$ cat src/rtl/i2c_write_sequencer_if.sv
// i2c_write_sequencer_if
//   Request/bus bundle for i2c_write_sequencer.
//   slave  modport : the sequencer itself (consumes requests, drives the write master).
//   master modport : the environment (request producer and the I2C master's busy/error side).
//   Signals:
//     i_Enable, i_Valid, i_Addr[6:0], i_Data[7:0] : request side into the sequencer
//     o_Ready                                      : FIFO not full
//     o_Wr_Start, o_Slave_Addr[6:0], o_Wr_Byte[7:0]: command to the write master
//     i_Busy, i_Error                              : handshake back from the write master
//     o_Done, o_Err_Count[7:0], o_Fifo_Count, o_Idle : status
interface i2c_write_sequencer_if #(
    parameter int DEPTH = 16
);
    localparam int CW = $clog2(DEPTH) + 1;

    logic          i_Enable;
    logic          i_Valid;
    logic [6:0]    i_Addr;
    logic [7:0]    i_Data;
    logic          o_Ready;
    logic          o_Wr_Start;
    logic [6:0]    o_Slave_Addr;
    logic [7:0]    o_Wr_Byte;
    logic          i_Busy;
    logic          i_Error;
    logic          o_Done;
    logic [7:0]    o_Err_Count;
    logic [CW-1:0] o_Fifo_Count;
    logic          o_Idle;

    modport slave (
        input  i_Enable, i_Valid, i_Addr, i_Data, i_Busy, i_Error,
        output o_Ready, o_Wr_Start, o_Slave_Addr, o_Wr_Byte, o_Done,
               o_Err_Count, o_Fifo_Count, o_Idle
    );

    modport master (
        output i_Enable, i_Valid, i_Addr, i_Data, i_Busy, i_Error,
        input  o_Ready, o_Wr_Start, o_Slave_Addr, o_Wr_Byte, o_Done,
               o_Err_Count, o_Fifo_Count, o_Idle
    );
endinterface

$ cat src/rtl/i2c_write_sequencer.sv
// i2c_write_sequencer
//   Buffers {slave addr, data} write requests in a FIFO and hands them one at a
//   time to a single-byte I2C write master: one-cycle o_Wr_Start pulse, wait for
//   the master's busy high/low handshake (or time out), then hold the bus idle
//   for GAP_CYCLES before the next request. Failed requests are counted in a
//   saturating 8-bit counter.
//   Ports: i_Clk, i_Rst (async, active-high), bus (i2c_write_sequencer_if.slave).
//   Build option: define I2C_SEQ_RETRY_EN to re-issue a failed request once
//   before reporting it; otherwise every failure is reported immediately.
module i2c_write_sequencer #(
    parameter int DEPTH      = 16,
    parameter int GAP_CYCLES = 50,
    parameter int TIMEOUT    = 1023
) (
    input  logic                  i_Clk,
    input  logic                  i_Rst,
    i2c_write_sequencer_if.slave  bus
);
    localparam int AW   = $clog2(DEPTH);
    localparam int CW   = AW + 1;
    localparam int TMAX = (TIMEOUT > GAP_CYCLES) ? TIMEOUT : GAP_CYCLES;
    localparam int TW   = $clog2(TMAX + 1);

`ifdef I2C_SEQ_RETRY_EN
    localparam bit RETRY_EN = 1'b1;
`else
    localparam bit RETRY_EN = 1'b0;
`endif

    localparam logic [2:0] S_IDLE      = 3'd0;
    localparam logic [2:0] S_ISSUE     = 3'd1;
    localparam logic [2:0] S_WAIT_BUSY = 3'd2;
    localparam logic [2:0] S_WAIT_DONE = 3'd3;
    localparam logic [2:0] S_GAP       = 3'd4;

    logic [14:0]   mem [DEPTH];

    logic [2:0]    state_q,      state_d;
    logic [AW-1:0] wr_ptr_q,     wr_ptr_d;
    logic [AW-1:0] rd_ptr_q,     rd_ptr_d;
    logic [CW-1:0] count_q,      count_d;
    logic [TW-1:0] timer_q,      timer_d;
    logic [6:0]    addr_q,       addr_d;
    logic [7:0]    byte_q,       byte_d;
    logic          start_q,      start_d;
    logic          done_q,       done_d;
    logic [7:0]    err_q,        err_d;
    logic          busy_q,       busy_d;
    logic          retry_pend_q, retry_pend_d;
    logic          retried_q,    retried_d;

    logic ready;
    logic push;
    logic pop;
    logic fall;
    logic finish;
    logic fail;

    assign ready = (count_q != CW'(DEPTH));
    assign push  = bus.i_Valid & ready;
    // A pending retry takes priority over the FIFO head.
    assign pop   = (state_q == S_IDLE) & ~retry_pend_q & bus.i_Enable & (count_q != '0);
    assign fall  = busy_q & ~bus.i_Busy;

    always_comb begin
        state_d      = state_q;
        timer_d      = timer_q;
        addr_d       = addr_q;
        byte_d       = byte_q;
        err_d        = err_q;
        retry_pend_d = retry_pend_q;
        retried_d    = retried_q;
        start_d      = 1'b0;
        done_d       = 1'b0;
        busy_d       = bus.i_Busy;
        finish       = 1'b0;
        fail         = 1'b0;

        wr_ptr_d = push ? wr_ptr_q + AW'(1) : wr_ptr_q;
        rd_ptr_d = pop  ? rd_ptr_q + AW'(1) : rd_ptr_q;
        case ({push, pop})
            2'b10:   count_d = count_q + CW'(1);
            2'b01:   count_d = count_q - CW'(1);
            default: count_d = count_q;
        endcase

        case (state_q)
            S_IDLE: begin
                if (retry_pend_q) begin
                    retry_pend_d = 1'b0;
                    retried_d    = 1'b1;
                    state_d      = S_ISSUE;
                end else if (pop) begin
                    addr_d    = mem[rd_ptr_q][14:8];
                    byte_d    = mem[rd_ptr_q][7:0];
                    retried_d = 1'b0;
                    state_d   = S_ISSUE;
                end
            end
            S_ISSUE: begin
                // Pulse is registered, so it appears while in WAIT_BUSY.
                start_d = 1'b1;
                timer_d = '0;
                state_d = S_WAIT_BUSY;
            end
            S_WAIT_BUSY: begin
                if (bus.i_Busy) begin
                    state_d = S_WAIT_DONE;
                end else if (timer_q == TW'(TIMEOUT)) begin
                    finish = 1'b1;
                    fail   = 1'b1;
                end else begin
                    timer_d = timer_q + TW'(1);
                end
            end
            S_WAIT_DONE: begin
                if (fall) begin
                    finish = 1'b1;
                    fail   = bus.i_Error;
                end
            end
            S_GAP: begin
                if (timer_q == TW'(GAP_CYCLES - 1)) begin
                    state_d = S_IDLE;
                end else begin
                    timer_d = timer_q + TW'(1);
                end
            end
            default: state_d = S_IDLE;
        endcase

        if (finish) begin
            state_d = S_GAP;
            timer_d = '0;
            if (RETRY_EN && fail && !retried_q) begin
                retry_pend_d = 1'b1;
            end else begin
                done_d = 1'b1;
                if (fail && (err_q != 8'hFF)) begin
                    err_d = err_q + 8'd1;
                end
            end
        end
    end

    // Storage is not reset: clearing the pointers discards the contents.
    always_ff @(posedge i_Clk) begin
        if (push) begin
            mem[wr_ptr_q] <= {bus.i_Addr, bus.i_Data};
        end
    end

    always_ff @(posedge i_Clk or posedge i_Rst) begin
        if (i_Rst) begin
            state_q      <= S_IDLE;
            wr_ptr_q     <= '0;
            rd_ptr_q     <= '0;
            count_q      <= '0;
            timer_q      <= '0;
            addr_q       <= '0;
            byte_q       <= '0;
            start_q      <= 1'b0;
            done_q       <= 1'b0;
            err_q        <= '0;
            busy_q       <= 1'b0;
            retry_pend_q <= 1'b0;
            retried_q    <= 1'b0;
        end else begin
            state_q      <= state_d;
            wr_ptr_q     <= wr_ptr_d;
            rd_ptr_q     <= rd_ptr_d;
            count_q      <= count_d;
            timer_q      <= timer_d;
            addr_q       <= addr_d;
            byte_q       <= byte_d;
            start_q      <= start_d;
            done_q       <= done_d;
            err_q        <= err_d;
            busy_q       <= busy_d;
            retry_pend_q <= retry_pend_d;
            retried_q    <= retried_d;
        end
    end

    assign bus.o_Ready      = ready;
    assign bus.o_Wr_Start   = start_q;
    assign bus.o_Slave_Addr = addr_q;
    assign bus.o_Wr_Byte    = byte_q;
    assign bus.o_Done       = done_q;
    assign bus.o_Err_Count  = err_q;
    assign bus.o_Fifo_Count = count_q;
    assign bus.o_Idle       = (state_q == S_IDLE) & (count_q == '0) & ~retry_pend_q;
endmodule

$ cat src/flat_wrapper.sv
// flat-port wrapper written by rule: the top's interface ports become plain ports
module i2c_write_sequencer_flat 
#(
    parameter int DEPTH      = 16,
    parameter int GAP_CYCLES = 50,
    parameter int TIMEOUT    = 1023
)
  (i_Clk, i_Rst, bus_i_Enable, bus_i_Valid, bus_i_Addr, bus_i_Data, bus_i_Busy, bus_i_Error, bus_o_Ready, bus_o_Wr_Start, bus_o_Slave_Addr, bus_o_Wr_Byte, bus_o_Done, bus_o_Err_Count, bus_o_Fifo_Count, bus_o_Idle);
  i2c_write_sequencer_if #(.DEPTH(DEPTH)) bus_i ();
  input  logic i_Clk;
  input  logic i_Rst;
  input wire logic [$bits(bus_i.i_Enable)-1:0] bus_i_Enable;
  input wire logic [$bits(bus_i.i_Valid)-1:0] bus_i_Valid;
  input wire logic [$bits(bus_i.i_Addr)-1:0] bus_i_Addr;
  input wire logic [$bits(bus_i.i_Data)-1:0] bus_i_Data;
  input wire logic [$bits(bus_i.i_Busy)-1:0] bus_i_Busy;
  input wire logic [$bits(bus_i.i_Error)-1:0] bus_i_Error;
  output wire logic [$bits(bus_i.o_Ready)-1:0] bus_o_Ready;
  output wire logic [$bits(bus_i.o_Wr_Start)-1:0] bus_o_Wr_Start;
  output wire logic [$bits(bus_i.o_Slave_Addr)-1:0] bus_o_Slave_Addr;
  output wire logic [$bits(bus_i.o_Wr_Byte)-1:0] bus_o_Wr_Byte;
  output wire logic [$bits(bus_i.o_Done)-1:0] bus_o_Done;
  output wire logic [$bits(bus_i.o_Err_Count)-1:0] bus_o_Err_Count;
  output wire logic [$bits(bus_i.o_Fifo_Count)-1:0] bus_o_Fifo_Count;
  output wire logic [$bits(bus_i.o_Idle)-1:0] bus_o_Idle;
  assign bus_i.i_Enable = bus_i_Enable;
  assign bus_i.i_Valid = bus_i_Valid;
  assign bus_i.i_Addr = bus_i_Addr;
  assign bus_i.i_Data = bus_i_Data;
  assign bus_i.i_Busy = bus_i_Busy;
  assign bus_i.i_Error = bus_i_Error;
  assign bus_o_Ready = bus_i.o_Ready;
  assign bus_o_Wr_Start = bus_i.o_Wr_Start;
  assign bus_o_Slave_Addr = bus_i.o_Slave_Addr;
  assign bus_o_Wr_Byte = bus_i.o_Wr_Byte;
  assign bus_o_Done = bus_i.o_Done;
  assign bus_o_Err_Count = bus_i.o_Err_Count;
  assign bus_o_Fifo_Count = bus_i.o_Fifo_Count;
  assign bus_o_Idle = bus_i.o_Idle;
  i2c_write_sequencer #(.DEPTH(DEPTH), .GAP_CYCLES(GAP_CYCLES), .TIMEOUT(TIMEOUT)) u_core (.i_Clk(i_Clk), .i_Rst(i_Rst), .bus(bus_i));
endmodule
$ cat config.mk
export PLATFORM = sky130hd
export DESIGN_NAME = i2c_write_sequencer_flat
export DESIGN_NICKNAME = d
export VERILOG_FILES = /design/src/rtl/i2c_write_sequencer_if.sv /design/src/rtl/i2c_write_sequencer.sv /design/src/flat_wrapper.sv
export SDC_FILE = /design/constraint.sdc
export NUM_CORES = 1
export LEC_CHECK = 0
export BUFFER_PORTS_ARGS = -buffer_cell sky130_fd_sc_hd__buf_2
export CAP_MARGIN = 25
export CORE_ASPECT_RATIO = 1.4
export CORE_UTILIZATION = 59
export CTS_CLUSTER_SIZE = 40
export DETAILED_ROUTE_END_ITERATION = 6
export GPL_TIMING_DRIVEN = 0
export PLACE_DENSITY = 0.83
export SYNTH_ARGS = -nofsm -noshare
export SYNTH_HDL_FRONTEND = slang
export SYNTH_SLANG_ARGS = --single-unit
$ cat constraint.sdc
create_clock -name i_Clk -period 5.55 [get_ports i_Clk]
set_clock_uncertainty 0.15 [all_clocks]
set_input_delay 0 -clock i_Clk [delete_from_list [all_inputs] [get_ports i_Clk]]
set_output_delay 0 -clock i_Clk [all_outputs]
set_load 0.01 [all_outputs]
# Word level (Yosys, flattened, before mapping)
# Memory sizes are Yosys's and may differ from the RTL's. A register that Yosys moved wholly into a read port is not among the register bits.
# Index checks and enable logic that the tools add are counted.
# W data, S select, Z words.
dict set report op_classes {
  n_bitwise 6
  muxes 21
  add_sub_neg 6
  n_eq_ne 17
  reduce_logical 10
}
# op n
set op_table {}
lappend op_table {{$mux W10} 4}
lappend op_table {{$pmux W10 S3} 1}
lappend op_table {{$pmux W3 S5} 1}
lappend op_table {{$mux W3} 4}
lappend op_table {{$ne A3 B2 Y1 const B} 4}
lappend op_table {{$add A10 B1 Y10 const B} 1}
lappend op_table {{$eq A10 B10 Y1 const B} 1}
lappend op_table {{$eq A10 B6 Y1 const B} 1}
lappend op_table {{$pmux W5 S2} 1}
lappend op_table {{$add A4 B1 Y4 const B} 2}
lappend op_table {{$add A8 B1 Y8 const B} 1}
lappend op_table {{$mux W1} 8}
lappend op_table {{$ne A8 B8 Y1 const B} 1}
lappend op_table {{$reduce_and A4 Y1} 2}
lappend op_table {{$eq A3 B2 Y1 const B} 2}
lappend op_table {{$ne A3 B1 Y1 const B} 2}
lappend op_table {{$add A5 B1 Y5 const B} 1}
lappend op_table {{$and A1 B1 Y1} 5}
lappend op_table {{$logic_not A5 Y1} 1}
lappend op_table {{$ne A5 B5 Y1 const B} 1}
lappend op_table {{$reduce_bool A5 Y1} 1}
lappend op_table {{$sub A5 B1 Y5 const B} 1}
lappend op_table {{$pmux W1 S2} 2}
lappend op_table {{$reduce_and A2 Y1} 2}
lappend op_table {{other kinds (10)} 10}
dict set report word_totals {
  register_bits 37
  word_cells 70
  mem_bits_rw 240
  mem_count 1
}
# memory depth word_bits rd rd_clocked_by_memory_dff write_ports line
set memory_table {}
lappend memory_table {u_core.mem 16 15 1 1 1 i2c_write_sequencer.sv:36} ;# logic [14:0] mem [DEPTH];

# Logic depth before layout (Yosys ltp)
# Gate-level depths: netlist (run 1).
dict set report depth {
  depth_word 6
  depth_mapped 13
  ltp_nobuf 12
}

# Worst setup path before layout (run 1)
# Ideal clock, no wire load.
dict set report synth_path {
  path_type {flip-flop to flip-flop}
  start {register u_core.count_q[0], in the netlist u_core.bus.o_Fifo_Count[0]}
  end {register u_core.count_q[4], in the netlist u_core.bus.o_Fifo_Count[4]}
  path_stages_with_launch 12
  path_slack_ns 2.455
  setup_ns 0.079
  arrival_ns 2.865
  cell_sequence {dfrtp_1 > or4_1 > o211ai_2 > buf_2 > inv_1 > ha_1 > ha_1 > nor2b_1 > o21ai_0 > a21oi_1 > nor3_1 > xor2_1}
}
dict set report synth_between {
  elab_chain_cells 4
  elab_cells_between_ends 10
  cone_classes {add/sub: 2; eq/ne: 3; mux: 1; bitwise: 2; reduce/logical: 2}
}
# element line
set synth_lines {}
lappend synth_lines {{start, declared} i2c_write_sequencer.sv:41} ;# logic [CW-1:0] count_q, count_d;
lappend synth_lines {{start signal, assigned} i2c_write_sequencer.sv:172} ;# count_q <= count_d;
lappend synth_lines {{$reduce_bool A5 Y1 (*)} i2c_write_sequencer.sv:62} ;# assign pop = (state_q == S_IDLE) & ~retry_pend_q & bus.i_Enable & (count_q != '0);
lappend synth_lines {{$and A1 B1 Y1 (*)} i2c_write_sequencer.sv:62}
lappend synth_lines {{named net u_core.pop} i2c_write_sequencer.sv:54} ;# logic pop;
lappend synth_lines {{$eq A2 B1 Y1 or $eq A2 B2 Y1 (tied branches)} i2c_write_sequencer.sv:81} ;# case ({push, pop})
lappend synth_lines {{$pmux W5 S2 or $reduce_bool A2 Y1 (tied branches)} n/a}
# The timed path passes the listed nets; every way through them passes the cells marked *.
# A chain may end at the register's enable or synchronous reset.

# Worst setup path in the final report (run 1)
# Ends and elaborated chain as after synthesis.

==> results.json, run 1 <==
{
  "max-clock-path-buffers": 3,
  "first_global_vias": 6934,
  "ys_seq_area_share_pct": 73.0,
  "syn_area_sq_um": 11700,
  "num_vias": 6508,
  "cp-start-kind": "flip-flop",
  "crit_path_cell_trace": "or4_1 -> o211ai_2 -> buf_2 -> inv_1 -> ha_1 -> ha_1 -> nor2b_1 -> o21ai_0 -> a21oi_1 -> nor3_1 -> xor2_1",
  "critical_path.top_delay_family": "simple AND/OR/NAND/NOR gates",
  "cts_buffers": 26,
  "reg2reg_setup_slack_ps": 1770,
  "synth_edf_count": 240,
  "antenna_left": 0,
  "synth_common_cells": "edfxtp_1, mux4_2, dfrtp_1, nor3_1, nand2_1",
  "routed_wirelength_um": 25800,
  "fp.dieH_um": 168,
  "cts_tree": "built",
  "maxCapViolCount": 0,
  "hold_path_class": "in -> reg",
  "worst_pin_slew_ps": 996,
  "ir_worst_vdd_mv": 0.284,
  "arrival_ps": 4080,
  "hpwlAfterDp_um": 16100,
  "power.switching_uw": 1960,
  "place.gp.congestion": 0.857,
  "fill_cells": 1116,
  "antenna_found_initial": 0,
  "yosysWarnings": 0,
  "via_per_inst": 6.53,
  "grt_pass1_wl_um": 38900,
  "synth.area.top_cells": "edfxtp_1, mux4_2, dfrtp_1",
  "synth_most_common_cell": "edfxtp_1",
  "start_util_pct": 60.4,
  "grt_max_degree": 44,
  "power_frac_seq_pct": 44.6,
  "routedWlPerCell_um": 25.9,
  "post_cts_resize_count": 0,
  "rsz0062_at_grt": "no",
  "yosysTopAreaCellShare_pct": 61.8,
  "hold_depth": 2,
  "drc": 0,
  "max_stage_delay_ps": 650,
  "port_buffers": 52,
  "async_reset_ff_share_pct": 17.8,
  "gr-total-overflow": 0,
  "hold_violations": 0,
  "die_w_um": 121,
  "whs_ps": 9.26,
  "antenna_cells": 0,
  "setup_viol": 0,
  "synth_cell_types": 45,
  "combinationalPowerShare_pct": 29.2,
  "clk_latency_ps": 540,
  "power_density_nw_per_um2": 473,
  "p_sw_share_pct": 30.8,
  "drive_gt1_share_pct": 28.8,
  "outcome": "finished clean",
  "postCtsHoldBufs": 20,
  "drt_iter0_drc": 627,
  "crit_type": "reg -> reg",
  "ctsRootBufferMaster": "clkbuf_16",
  "max_slew_margin_pct": 33.5,
  "synth_cells": 616,
  "cpMostUsedCell": "ha_1",
  "p_leak_uw": 0.00463,
  "synth_area_per_cell_sq_um": 18.9,
  "cp.required_ps": 5850,
  "slew_viol_final": 0,
  "critPathMaxFanout": 10,
  "tns_ps": 0,
  "dieArea_sq_um": 20300,
  "syn-num-nets": 650,
  "htreeDepth": 1,
  "synth-seq-cells": 292,
  "clock_sinks": 292,
  "grt_use_total_pct": 26.4,
  "clk_pin_slew_ps": 60,
  "fp-row-count": 60,
  "layout.nets": 764,
  "firstDrtPassIters": 7,
  "min_period_ps": 3780,
  "synth_area_leader_cell": "edfxtp_1",
  "power_frac_clock_pct": 26.2,
  "area_growth_pct": 15.5,
  "setup.worst_path.end_class": "flip-flop",
  "cp_slowest_cell": "or4_1",
  "num_io_pins": 53,
  "synth_ff_type": "edfxtp_1",
  "fmax_mhz": 265,
  "period_share_pct": 68.1,
  "p_int_uw": 4410,
  "critical_path_buf_inv_count": 2,
  "cts_setup_buffers": 0,
  "core_sq_um": 19300,
  "cp.depth": 11,
  "reg2regPathDepth": 11
}
==> cells by family (layout without fill, tap and decap cells) <==
family / count (synthesis) / after routing / synth area share [%]
DFF: 292 / 292 / 73.0
and+or+nand+nor: 106 / 106 / 4.84
muxes: 92 / 92 / 14.5
AOI/OAI and AO/OA: 48 / 48 / 3.06
buffers and inverters: 47 / 180 / 1.80
xor gates and xnor gates: 18 / 18 / 1.35
adders and majority gates: 13 / 13 / 1.46
==> state kept, by name (all words and copies together), names as in the netlist <==
name                     flops
u_core.bus.o_Err_Count       8
u_core.mem                 240
u_core.bus.o_Done            1
u_core.busy_q                1
u_core.wr_ptr_q              4
u_core.bus.o_Wr_Start        1
u_core.bus.o_Fifo_Count      5
u_core.bus.o_Wr_Byte         8
u_core.state_q               3
u_core.timer_q              10
u_core.bus.o_Slave_Addr      7
u_core.rd_ptr_q              4
==> layout make-up <==
class | instances | area, sq um | area share, %
buffer | 35 | 165 | 1.23
clock buffer | 33 | 697 | 5.18
clock inverter | 14 | 86.3 | 0.641
inverter | 12 | 45.0 | 0.335
multi-input combinational | 277 | 2990 | 22.2
sequential | 292 | 8510 | 63.2
tap | 248 | 310 | 2.30
timing repair buffer | 86 | 661 | 4.91
==> worst paths after layout <==
path,startpoint,end
min in group asynchronous,i_Rst,u_core.wr_ptr_q[3]
max reg2reg,u_core.bus.o_Fifo_Count[0],u_core.bus.o_Fifo_Count[4]
max in group asynchronous,i_Rst,u_core.bus.o_Wr_Byte[2]
max,u_core.bus.o_Fifo_Count[0],u_core.bus.o_Fifo_Count[4]
min,bus_i_Busy,u_core.busy_q
min reg2reg,u_core.bus.o_Err_Count[7],u_core.bus.o_Err_Count[7]
==> power by group through the flow <==
| stage | registers [uW] | logic [uW] | clock network, uW |
|---|---|---|---|
| 2_1_floorplan | 2860 | 1210 | 0 |
| 3_3_place_gp | 2850 | 1660 | 0 |
| 3_5_place_dp | 2870 | 1810 | 0 |
| 4_1_cts | 2830 | 1860 | 1680 |
| 5_1_grt | 2860 | 1980 | 1740 |
| 6_report | 2840 | 1860 | 1670 |
==> routing by layer <==
metal | up-vias | share of wire (%) | routed length [um] | track usage (%)
li1 | 2708 | - | - | -
met2 | 382 | 54 | 13900 | 48.0
met3 | 98 | 7.5 | 1940 | 3.59
met1 | 3320 | 34 | 8650 | 30.1
met5 | - | 0 | 0 | 0
met4 | 0 | 5.0 | 1300 | 13.6
==> per-stage QoR <==
stage                     area [sq um]  cells  total power [uW]  util, %  setup slack (ps)
final                            13500    997              6370     69.8              1770
after global routing             13500    997              6580     69.8              1560
after CTS                        13400    996              6370     69.7              1810
after detailed placement         12500    929              4680     64.6              1910
after global placement           12200    916              4520     63.4              1790
after floorplan                  11700    616              4070        -              2460
==> placed cells by master, fill, tap and decap left out, types with 4 or more instances in the layout <==
cell type / synthesis / routed
mux4_2: 60 / 60
nor2_2: 1 / 13
clkbuf_1: 13 / 18
buf_1: 7 / 7
mux2i_1: 16 / 16
inv_1: 12 / 11
o21ai_0: 12 / 12
nand4_1: 7 / 7
buf_8: 0 / 9
a221o_1: 15 / 15
clkinv_1: 0 / 6
mux2_2: 16 / 16
edfxtp_1: 240 / 240
dfrtp_1: 52 / 52
and3_1: 4 / 4
xnor2_1: 13 / 13
xor2_1: 5 / 5
a21oi_1: 12 / 12
buf_6: 2 / 6
nand2_1: 18 / 18
nand3_1: 7 / 7
nor3_1: 24 / 20
ha_1: 12 / 12
or3_1: 10 / 10
clkbuf_16: 0 / 26
dlygate4sd3_1: 0 / 20
nor3_2: 0 / 4
buf_2: 12 / 64
No activity file was read; power rests on OpenSTA's default activity.
==> inputs of run 2 (changes only) <==
- ABC_AREA: not set -> 1
- CORE_UTILIZATION: 59 -> 56
- PLACE_DENSITY: 0.83 -> 0.82
- clock period: 5.55 -> 3.3 ns (I/O delays scaled with it)
==> run 2 against run 1 <==
  * Power increased by 32%
  * Fmax increased by 26%
  * Core utilization decreased by 4.3 points
  * Final cell count increased by 69%
  * Non-clock buffer count increased by 20
  * Final area increased by 9.5%
  * Clock power increased by 89%
  * Synthesized cell count increased by 100%
  * Via count increased by 47%
  * Sequential power increased by 57%
==> results.json, run 2 <==
{
  "dieArea_sq_um": 23600,
  "clk_pin_slew_ps": 70,
  "core_sq_um": 22500,
  "layout.nets": 1398,
  "top_regs": "u_core.mem x240, u_core.timer_q x10",
  "num_io_pins": 53,
  "cp.required_ps": 3580,
  "power_density_nw_per_um2": 571,
  "ir_worst_vdd_mv": 0.537,
  "firstDrtPassIters": 6,
  "clk_latency_ps": 550,
  "outcome": "finished clean",
  "max-clock-path-buffers": 3,
  "worst_pin_slew_ps": 1050,
  "grt_pass1_wl_um": 52600,
  "hold_depth": 2,
  "start_util_pct": 57.2,
  "antenna_found_initial": 0,
  "register_area_sq_um": 8510,
  "min_period_ps": 3010,
  "drt_iter0_drc": 1152,
  "cp-start-kind": "flip-flop",
  "hpwlAfterDp_um": 21900,
  "synth_edf_count": 240,
  "place.gp.congestion": 0.930,
  "die_w_um": 130,
  "post_cts_resize_count": 0,
  "drc": 0,
  "clock_sinks": 292,
  "gr-total-overflow": 0,
  "reg2regPathDepth": 14,
  "async_reset_ff_share_pct": 17.8,
  "synth_most_common_cell": "nand2_1",
  "maxCapViolCount": 0,
  "cts_tree": "built",
  "arrival_ps": 3290,
  "fp.dieH_um": 181,
  "fp-row-count": 65,
  "crit_type": "reg -> reg",
  "layout_common_cells": "nand2_1, edfxtp_1, nand3_1",
  "synth-seq-cells": 292,
  "syn-num-nets": 1286,
  "synth.area.top_cells": "edfxtp_1, nand2_1, dfrtp_1",
  "fmax_mhz": 332,
  "fill_cells": 1593,
  "fin_area_sq_um": 14700,
  "yosysTopAreaCellShare_pct": 56.0,
  "synth_area_leader_cell": "edfxtp_1",
  "routed_wirelength_um": 33400,
  "syn_area_sq_um": 12900,
  "dpl_worst_slack_ps": 314,
  "slew_viol_final": 0,
  "first_global_vias": 9648,
  "hold_path_class": "in -> reg",
  "setup.worst_path.end_class": "flip-flop",
  "cts_buffers": 27,
  "synth_cell_types": 36,
  "synth_cells": 1252,
  "antenna_cells": 0,
  "synth_common_cells": "nand2_1, edfxtp_1, nand3_1, nor2_1, inv_1",
  "largest_register_ffs": 240,
  "period_share_pct": 91.2,
  "ys_seq_area_share_pct": 66.1,
  "area_growth_pct": 14.5,
  "grt_use_total_pct": 30.2,
  "htreeDepth": 1,
  "final_common_cell": "nand2_1",
  "port_buffers": 52,
  "grt_max_degree": 42,
  "synth_area_per_cell_sq_um": 10.3,
  "rsz0062_at_grt": "no",
  "critPathMaxFanout": 10,
  "antenna_left": 0,
  "drive_gt1_share_pct": 13.0,
  "regMostFlops": "u_core.mem",
  "hold_violations": 0,
  "num_vias": 9579,
  "ctsRootBufferMaster": "clkbuf_16",
  "via_per_inst": 5.68,
  "setup_viol": 0,
  "multi_input_area_sq_um": 3680,
  "yosysWarnings": 0,
  "fin_cells": 1685,
  "routedWlPerCell_um": 19.8,
  "max_slew_margin_pct": 29.6,
  "placed_cells": 1614,
  "placed_cell_area_sq_um": 13600,
  "fin_ws_ps": 290,
  "p_leak_uw": 0.00637,
  "tns_ps": 0,
  "synth_ff_type": "edfxtp_1"
}
==> run 2: cell count changes after synthesis, sizes merged, moves of 19 or more <==
cell,change
nand2,+437
nand3,+140
nor2,+93
inv,+84
mux4,-60
o21ai,+26
buf,+23
nor3,-19
==> run 2: timing repair <==
action,4_1_cts,5_1_grt
hold endpoints to repair,331,0
endpoints found under the setup margin,0,0
hold buffers,22,0
setup buffers,0,0
==> run 2: cell type report <==
type	instances	area share, %
plain buffers	58	2.35
well taps	301	2.55
clock buffers	34	4.76
repair buffers	83	3.95
multi-input cells	805	25.0
clock inverters	15	1.23
flip-flops and latches	292	57.7
inverters	97	2.48
==> run 2: final timing paths <==
| path | from | end | slack [ps] |
|---|---|---|---|
| worst min-delay path | bus_i_Data[4] | u_core.mem[1][4] | 270 |
| worst max register to register | u_core.state_q[0] | u_core.bus.o_Fifo_Count[4] | 290 |
| min in group asynchronous | i_Rst | u_core.bus.o_Wr_Byte[3] | 370 |
| worst max-delay path | u_core.state_q[0] | u_core.bus.o_Fifo_Count[4] | 290 |
| max in group asynchronous | i_Rst | u_core.bus.o_Fifo_Count[3] | 2100 |
| worst min register to register | u_core.bus.o_Wr_Byte[5] | u_core.bus.o_Wr_Byte[5] | 320 |
==> run 2: cells by family after synthesis <==
family          Yosys count  share of synthesized area (%)
compound gates           45                           1.90
xor+xnor                 18                           1.22
fa+ha+maj                13                           1.32
buf+inv                 155                           5.53
flops                   292                           66.1
simple gates            729                           24.0
==> run 2: metrics by stage <==
stage	hold WS (ps)	utilization [%]	power, uW
3_3_place_gp	-3.12	60.0	5200
6_report	273	65.5	8420
5_1_grt	285	65.5	8660
4_1_cts	261	65.5	8420
3_5_place_dp	-175	60.6	5300
2_1_floorplan	-119	-	4950
==> run 2: worst max-delay path, cell delays in order (launching register included) <==
cell and delay (ps):
dfrtp_1 470, nor2_1 150, nand2_1 110, nor2_1 350, buf_2 320, ha_1 320
inv_1 80, fa_1 360, inv_1 90, a21oi_1 70, nor2_1 110, nor2_1 70
xor2_1 140, nand2_1 60, nand2_1 40
==> run 2: report_power, final <==
group,switching [uW],internal (uW)
clock network,1330,1820
registers,114,4350
logic,589,217
==> run 2: layer usage <==
metal | vias up | track usage [%] | share of wire, %
li1 | 4341 | - | -
met1 | 4462 | 36.1 | 34
met2 | 612 | 49.7 | 50
met3 | 164 | 4.07 | 8.3
met4 | 0 | 22.0 | 8.5
met5 | - | 0 | 0
==> inputs of run 3 (changes only) <==
- CORE_MARGIN: not set -> 3
==> run 3 against run 2 <==
  * Global-route usage shrank 3.5 points
  * Final area grew 0.28%
  * Largest power group unchanged
  * Die area grew 5.3%
  * Count of clock-buffer cells in the layout is the same
  * Critical endpoint unchanged
==> results.json, run 3 (synthesized netlist as in run 2, its figures left out) <==
{
  "routed_wirelength_um": 32800,
  "ir_worst_vdd_mv": 0.420,
  "regMostFlops": "u_core.mem",
  "layout_common_cells": "nand2_1, edfxtp_1, nand3_1",
  "min_period_ps": 3000,
  "top_regs": "u_core.mem x240, u_core.timer_q x10",
  "p_leak_uw": 0.00641,
  "setup.worst_path.end_class": "flip-flop",
  "htreeDepth": 1,
  "critPathMaxFanout": 10,
  "crit_type": "reg -> reg",
  "fin_util_pct": 65.4,
  "max-clock-path-buffers": 3,
  "via_per_inst": 5.57,
  "antenna_found_initial": 0,
  "hold_path_class": "in -> reg",
  "layout.nets": 1402,
  "hpwlAfterDp_um": 21800,
  "grt_pass1_wl_um": 50800,
  "antenna_left": 0,
  "tns_ps": 0,
  "cts_buffers": 25,
  "period_share_pct": 90.8,
  "placed_cells": 1620,
  "maxCapViolCount": 0,
  "gr-total-overflow": 0,
  "grt_use_total_pct": 26.7,
  "port_buffers": 52,
  "ctsRootBufferMaster": "clkbuf_16",
  "clk_latency_ps": 530,
  "core_sq_um": 22600,
  "whs_ps": 256,
  "fp-row-count": 65,
  "dieArea_sq_um": 24900,
  "setup_viol": 0,
  "final_common_cell": "nand2_1",
  "largest_register_ffs": 240,
  "area_growth_pct": 14.8,
  "power_density_nw_per_um2": 565,
  "hold_violations": 0,
  "rsz0062_at_grt": "no",
  "drt_iter0_drc": 956,
  "place.gp.congestion": 0.924,
  "start_util_pct": 57.0,
  "fin_cells": 1687,
  "cts_tree": "built",
  "arrival_ps": 3250,
  "outcome": "finished clean",
  "cp.required_ps": 3560,
  "die_w_um": 134,
  "firstDrtPassIters": 6,
  "num_vias": 9395,
  "fmax_mhz": 334,
  "routedWlPerCell_um": 19.4,
  "fp.dieH_um": 185,
  "grt_max_degree": 39,
  "max_slew_margin_pct": 33.0,
  "slew_viol_final": 0,
  "num_io_pins": 53,
  "drc": 0,
  "antenna_cells": 0,
  "worst_pin_slew_ps": 1000,
  "first_global_vias": 9439,
  "clk_pin_slew_ps": 70,
  "drive_gt1_share_pct": 13.5,
  "clock_sinks": 292,
  "cp-start-kind": "flip-flop",
  "power_uw": 8350
}
-- run 3: layer usage --
| metal | track usage (%) | up-vias | wire length [um] |
|---|---|---|---|
| met2 | 47.3 | 493 | 16700 |
| li1 | - | 4344 | - |
| met1 | 30.9 | 4426 | 11100 |
| met4 | 15.9 | 0 | 2330 |
| met5 | 0 | - | 0 |
| met3 | 3.67 | 132 | 2680 |
-- run 3: power breakdown --
part / total (uW) / internal, uW / switching [uW]
Sequential: 4460 / 4340 / 112
Clock: 3080 / 1750 / 1330
Combinational: 815 / 235 / 581
Total: 8350 / 6320 / 2020
-- run 3: worst paths after layout --
check | from | end | slack, ps | depth (start not counted)
setup / recovery | u_core.state_q[0] | u_core.bus.o_Fifo_Count[4] | 300 | 14
hold / removal | bus_i_Valid | u_core.wr_ptr_q[0] | 260 | 4
setup reg to reg | u_core.state_q[0] | u_core.bus.o_Fifo_Count[4] | 300 | 14
hold reg to reg | u_core.bus.o_Slave_Addr[2] | u_core.bus.o_Slave_Addr[2] | 320 | 2
max in group asynchronous | i_Rst | u_core.bus.o_Fifo_Count[3] | 2040 | 5
min in group asynchronous | i_Rst | u_core.bus.o_Slave_Addr[5] | 430 | 4
-- run 3: critical path, stage by stage (launching register included) --
cell	delay [ps]
dfrtp_1	470
nor2_1	170
nand2_1	130
nor2_2	280
buf_2	320
ha_1	310
inv_1	90
fa_1	370
inv_1	100
a21oi_1	70
nor2_1	100
nor2_1	60
xor2_1	140
nand2_1	70
nand2_1	60
-- run 3: through the flow --
step	instance area [sq um]	setup WS (ps)
finish	14800	304
detailed placement	13700	233
global route	14800	115
CTS	14800	186
floorplan	12900	855
global placement	13500	377
-- run 3: what timing repair did --
action | CTS | global route
resized for setup | 0 | 1
hold buffers | 22 | 0
endpoints found under the hold margin | 319 | 0
endpoints found under the setup margin | 0 | 1
buffers inserted | 0 | 0
-- run 3: cell type report --
class / count / area [sq um]
plain buffers: 58 / 347
clock buffers: 34 / 741
clock inverters: 11 / 125
fillers: 1622 / 7820
inverters: 97 / 365
multi-input cells: 805 / 3680
flip-flops and latches: 292 / 8510
well taps: 301 / 377
repair buffers: 89 / 647
